<file path="config.mk">
export PLATFORM = sky130hd
export DESIGN_NAME = serial_word_receiver
export DESIGN_NICKNAME = d
export VERILOG_FILES = /design/src/rtl/serial_word_receiver.sv
export SDC_FILE = /design/constraint.sdc
export NUM_CORES = 1
export LEC_CHECK = 0
export ABC_AREA = 1
export CAP_MARGIN = 30
export CELL_PAD_IN_SITES_DETAIL_PLACEMENT = 1
export CELL_PAD_IN_SITES_GLOBAL_PLACEMENT = 1
export CORE_ASPECT_RATIO = 0.6
export CORE_MARGIN = 1.5
export CORE_UTILIZATION = 39
export CTS_BUF_LIST = sky130_fd_sc_hd__clkbuf_8
export CTS_CLUSTER_SIZE = 12
export DETAILED_ROUTE_END_ITERATION = 6
export PLACE_DENSITY = 0.79
export SETUP_SLACK_MARGIN = 0.4
export SLEW_MARGIN = 20
export SYNTH_ARGS = -nofsm -noshare
export SYNTH_HDL_FRONTEND = slang
export SYNTH_SLANG_ARGS = --single-unit
</file>
<file path="constraint.sdc">
create_clock -name clk -period 2 [get_ports clk]
set_input_delay 0.4 -clock clk [delete_from_list [all_inputs] [get_ports clk]]
set_output_delay 0.4 -clock clk [all_outputs]
set_load 0.01 [all_outputs]
</file>
<file path="src/rtl/serial_word_receiver.sv">
// Serial-in, parallel-out word receiver.
// Assembles a framed serial bit stream into WIDTH-bit words, either LSB-first or
// MSB-first. Each finished word goes to a one-entry valid/ready output buffer.
// Two sticky flags report overrun and framing errors.
//
// state | meaning
// IDLE  | waiting for a sof-qualified bit to start a frame
// RECV  | frame in progress, collecting bits 1..WIDTH-1
module serial_word_receiver #(
  parameter int WIDTH = 8
) (
  input  logic             clk,
  input  logic             rst_n,
  input  logic             sin,
  input  logic             sin_en,
  input  logic             sof,
  input  logic             dir,
  output logic [WIDTH-1:0] dout,
  output logic             dout_valid,
  input  logic             dout_ready,
  output logic             busy,
  output logic             overrun,
  output logic             frame_err,
  input  logic             clr_err
);

  localparam int CW = (WIDTH > 2) ? $clog2(WIDTH) : 1;
  localparam logic [CW-1:0] LAST = CW'(WIDTH - 1);

  typedef enum logic {IDLE = 1'b0, RECV = 1'b1} state_t;

  state_t           state, state_nxt;
  logic [WIDTH-1:0] shreg, shreg_nxt;
  logic [CW-1:0]    count, count_nxt;
  logic             dir_q, dir_nxt;
  logic [WIDTH-1:0] word;
  logic             complete;
  logic             early_sof;

  // dir=0 shifts right with the new bit entering at the MSB, so the first bit ends in bit 0;
  // dir=1 shifts left with the new bit entering at the LSB, so the first bit ends at the MSB.
  function automatic logic [WIDTH-1:0] shift_bit(input logic [WIDTH-1:0] cur,
                                                 input logic d, input logic b);
    return d ? {cur[WIDTH-2:0], b} : {b, cur[WIDTH-1:1]};
  endfunction

  // State register.
  always_ff @(posedge clk or negedge rst_n) begin
    if (!rst_n) state <= IDLE;
    else        state <= state_nxt;
  end

  // Next-state and bit-assembly logic. Each sof-qualified bit restarts the frame from an empty register.
  always_comb begin
    state_nxt = state;
    shreg_nxt = shreg;
    count_nxt = count;
    dir_nxt   = dir_q;
    word      = shift_bit(shreg, dir_q, sin);
    complete  = 1'b0;
    early_sof = 1'b0;
    if (sin_en) begin
      if (sof) begin
        early_sof = (state == RECV);
        state_nxt = RECV;
        dir_nxt   = dir;
        shreg_nxt = shift_bit('0, dir, sin);
        count_nxt = CW'(1);
      end else if (state == RECV) begin
        if (count == LAST) begin
          complete  = 1'b1;
          state_nxt = IDLE;
          shreg_nxt = '0;
          count_nxt = '0;
        end else begin
          shreg_nxt = word;
          count_nxt = count + CW'(1);
        end
      end
    end
  end

  // Output decode.
  always_comb begin
    busy = (state == RECV);
  end

  // Shift register, bit counter and latched bit order.
  always_ff @(posedge clk or negedge rst_n) begin
    if (!rst_n) begin
      shreg <= '0;
      count <= '0;
      dir_q <= 1'b0;
    end else begin
      shreg <= shreg_nxt;
      count <= count_nxt;
      dir_q <= dir_nxt;
    end
  end

  // Output buffer: a completed word loads when the buffer is empty or is consumed at the same edge.
  always_ff @(posedge clk or negedge rst_n) begin
    if (!rst_n) begin
      dout       <= '0;
      dout_valid <= 1'b0;
    end else if (complete && (!dout_valid || dout_ready)) begin
      dout       <= word;
      dout_valid <= 1'b1;
    end else if (dout_valid && dout_ready) begin
      dout_valid <= 1'b0;
    end
  end

  // Sticky error flags. A set event takes priority over clr_err.
  always_ff @(posedge clk or negedge rst_n) begin
    if (!rst_n) begin
      overrun   <= 1'b0;
      frame_err <= 1'b0;
    end else begin
      overrun   <= (complete && dout_valid && !dout_ready) || (overrun && !clr_err);
      frame_err <= early_sof || (frame_err && !clr_err);
    end
  end

endmodule

</file>
# Word-level counts from Yosys, hierarchy flattened
# Index checks and enable logic that the tools add are counted.
[word_totals]
elab_cells = 45
inputBits = 8
output_inout_bits = 12
regBits = 24
[op_classes]
n_eq_ne = 1
add_sub_neg = 1
reduce_logical = 16
n_mux = 19
[op_table]
columns = ["cell", "n"]
rows = [
  ["$mux W8", 5],
  ["$mux W1", 11],
  ["$mux W3", 3],
  ["$logic_and A1 B1 Y1", 6],
  ["$reduce_and A2 Y1", 2],
  ["$reduce_bool A2 Y1", 2],
  ["$add A3 B1 Y3 const B", 1],
  ["$eq A3 B3 Y1 const B", 1],
  ["$logic_not A1 Y1", 3],
  ["$logic_or A1 B1 Y1", 3],
]

# Longest topological paths before layout
[depth]
depth_word = 8
depth_mapped = 8
depth_no_buf = 7

# Worst setup path after synthesis
# Ideal clock, no wire load.
[synth_path]
kind = "reg-to-reg"
startpoint = "reg count[0]"
endpoint = "reg dout[2]"
setup_ns = 0.127
slack_ns = 0.649
path_stages_with_launch = 9
synth_period_minus_slack_ns = 1.351
path_buffers = 1
t_required_ns = 1.873
arrival_time_ns = 1.224
path_cell_list = "dfrtp_1 -> ha_1 -> ha_1 -> inv_1 -> nor2_2 -> nand3_4 -> buf_6 -> nand2_1 -> o21ai_2"
[synth_between]
elab_chain_len = 6
[synth_rtl]
columns = ["element", "line_no", "source"]
rows = [
  ["start: declaration", "34", "logic [CW-1:0] count, count_nxt;"],
  ["start signal: assignment", "96", "count <= count_nxt;"],
  ["$eq A3 B3 Y1", "70", "if (count == LAST) begin"],
  ["$mux W1", "70", ""],
  ["$mux W1", "69", "end else if (state == RECV) begin"],
  ["$mux W1", "63", "if (sof) begin"],
  ["$mux W1", "62", "if (sin_en) begin"],
  ["$logic_and A1 B1 Y1", "106", "end else if (complete && (!dout_valid || dout_ready)) begin"],
  ["end signal: assignment", "107", "dout <= word;"],
  ["end: declaration", "18", "output logic [WIDTH-1:0] dout,"],
]
# Every way passes these cells.
# A chain may end at the register's enable or synchronous reset.

# Worst setup path in the final report
[layout_path]
startpoint = "reg count[0]"
endpoint = "reg shreg[6]"
[layout_between]
elab_chain_len = 4
[layout_rtl]
columns = ["element", "line_no", "source"]
rows = [
  ["$eq A3 B3 Y1", "70", ""],
  ["$mux W8", "70", ""],
  ["$mux W8", "69", ""],
  ["$mux W8", "63", ""],
  ["end signal: assignment", "95", "shreg <= shreg_nxt;"],
  ["end: declaration", "33", "logic [WIDTH-1:0] shreg, shreg_nxt;"],
]
# Every way passes these cells. The select of a mux whose other input is x is not followed.

==> results.sh <==
export IMPL_end_kind="flip-flop"
export IMPL_grt_overflow_total=0
export IMPL_holdBufCountCts=0
export IMPL_synth_largest_area_cell="dfrtp_1"
export IMPL_routed_top_layer="met4"
export IMPL_post_route_drc_count=0
export IMPL_wl_per_cell_um=16.1
export IMPL_htree_levels=1
export IMPL_clk_pin_slew_worst_paths_ns=0.08
export IMPL_cts_sinks=24
export IMPL_synthesis_nets=134
export IMPL_num_antenna_cells=0
export IMPL_status="completed"
export IMPL_crit_arrival_ns=1.67
export IMPL_crit_path_start_kind="flip-flop"
export IMPL_place_gp_congestion=0.860
export IMPL_drt_iter0_markers=55
export IMPL_crit_top_cell="ha_1"
export IMPL_netlist_area_leader_share_pct=55.2
export IMPL_hold_viol=0
export IMPL_ys_seq_area_share_pct=55.2
export IMPL_start_util_pct=42.2
export IMPL_slew_violations=0
export IMPL_period_share_pct=73.8
export IMPL_crit_path_max_incr_delay_ns=0.41
export IMPL_cap_violations=0
export IMPL_dr_pass1_iters=4
export IMPL_final_common_cell="nand2_1"
export IMPL_max_freq_mhz=677
export IMPL_finalNetCount=159
export IMPL_mostFrequentLayoutCells="39 x nand2_1, 24 x dfrtp_1, 14 x o21ai_1"
export IMPL_min_period_ns=1.48
export IMPL_power_density_nw_per_um2=1120
export IMPL_vias=916
export IMPL_relSlewSlack_pct=69.2
export IMPL_final_setup_tns_ns=0
export IMPL_numCtsBuffers=3
export IMPL_via_per_inst=5.09
export IMPL_netlist_area_um2=1090
export IMPL_crit_chain="ha_1 -> ha_1 -> nor2_2 -> nand2_1 -> o21ai_1"
export IMPL_core_um2=2570
export IMPL_rows=14
export IMPL_finalClockSkew_ns=0.00826
export IMPL_ys_ff_latch=24
export IMPL_die_w_um=71.2
export IMPL_ctsLongestPathBuffers=2
export IMPL_cts_tree="done"
export IMPL_required_ns=2.19
export IMPL_clk_latency_ns=0.27
export IMPL_yosysWarnings=0
export IMPL_wl_um=2890
export IMPL_wl_met3_um=157
export IMPL_grt_max_degree=25
export IMPL_syn_avg_cell_area_um2=8.77
export IMPL_critPathBufInv=0
export IMPL_worst_setup_path_type="reg -> reg"
export IMPL_synthCells=124
export IMPL_antenna_left=0
export IMPL_drive_above_1_share_pct=11.5
export IMPL_grtUsageTotal_pct=19.9
export IMPL_io_pin_count=20
export IMPL_synth_cell_type_count=20
export IMPL_wl_met1_um=1420
export IMPL_die_h_um=43.9
export IMPL_grt_pass1_vias=917
export IMPL_setup_violations=0
export IMPL_met2_length_um=1300
export IMPL_irDropWorstVdd_uv=472
export IMPL_port_buffers=19
export IMPL_rrSetupSlack_ns=0.52
export IMPL_tightest_slew_ns=0.457
export IMPL_hpwl_um=1890
export IMPL_dieArea_um2=3120
export IMPL_min_path_type="reg -> reg"
export IMPL_cp_top_family="adder cells"
export IMPL_areaGrowthSynthToFinish_pct=32.6
export IMPL_leakage_uw=0.000833
export IMPL_cts_root_buf="clkbuf_8"
export IMPL_final_util_pct=56.0
export IMPL_grt_pass1_wl_um=4620
export IMPL_rsz0062_at_grt="false"
export IMPL_cp_slowest_cell="dfrtp_1"
export IMPL_ys_top_cells_by_area="dfrtp_1 55%, nand2_1 13%, o21ai_1 6.4%"
export IMPL_worst_path_max_fanout=6
export IMPL_grt_antenna_before_repair=0
==> registers in the layout, summed over array words and instances, names as in the netlist <==
register,flops
dout,8
shreg,8
count,3
busy,1
dir_q,1
dout_valid,1
frame_err,1
overrun,1
==> path summary, 6_finish.rpt <==
path | startpoint | cells after the start | end
worst max register to register | count[0] | 5 | shreg[6]
worst min register to register | count[1] | 2 | count[1]
worst max-delay path | count[0] | 5 | shreg[6]
max in group asynchronous | rst_n | 2 | shreg[6]
worst min-delay path | count[1] | 2 | count[1]
min in group asynchronous | rst_n | 2 | dout[5]
==> what timing repair did <==
action / in CTS / in global routing
gates cloned: 0 / 1
resized for setup: 1 / 15
setup buffers: 1 / 0
endpoints found under the setup margin: 2 / 20
==> cells in the mapped netlist <==
cell type / instances
ha_1: 2
inv_2: 2
inv_1: 8
clkinv_1: 2
nor2_2: 1
buf_6: 1
nand2_2: 1
o21ai_0: 7
o21ai_1: 14
clkinv_2: 1
nand2_1: 39
nor2_1: 3
o22ai_1: 1
a21oi_1: 2
buf_2: 1
dfrtp_1: 24
o21ai_2: 3
or2_1: 4
nand3_4: 1
nand3_1: 7
==> worst min-delay path: stages (launching register included) <==
cell,delay [ns]
dfrtp_1,0.35
nand2_1,0.05
nand2_1,0.05
==> metal layers <==
| layer | vias to the layer above | track usage (%) |
|---|---|---|
| met2 | 22 | 30.7 |
| met4 | 0 | 3.40 |
| met1 | 440 | 28.5 |
| met5 | - | 0 |
| met3 | 2 | 5.81 |
| li1 | 452 | - |
==> area by class of cell <==
cell class              instances  area, um2
well taps                      32       40.0
repair buffers                 21        234
clock buffers                   3       41.3
inverters                      13       50.0
clock inverters                 1       30.0
fillers                       296       1130
multi-input cells              86        445
flip-flops and latches         24        601
==> where the power goes <==
| group | switching, uW | internal (uW) |
|---|---|---|
| Combinational | 271 | 220 |
| Sequential | 78.9 | 608 |
| Clock | 164 | 268 |
==> cell families (layout without fill, tap and decap cells) <==
family | count (synthesis) | after routing | synth area share, %
buffers and inverters | 15 | 38 | 6.10
adder cells (fa/ha/maj) | 2 | 2 | 2.30
AND/OR/NAND/NOR | 56 | 57 | 22.8
AO/OA/AOI/OAI | 27 | 27 | 13.6
flip-flops | 24 | 24 | 55.2
==> per-stage QoR <==
step	total power [uW]	cell area [um2]	hold WS, ns	setup WS, ns	cells
global placement	1160	1310	0.466	0.250	174
finish	1610	1440	0.483	0.523	180
detailed placement	1190	1310	0.470	0.235	174
floorplan	937	1090	0.104	0.649	124
global route	1710	1440	0.511	0.402	180
CTS	1620	1390	0.485	0.405	179
Power figures use the tool's default switching activity.
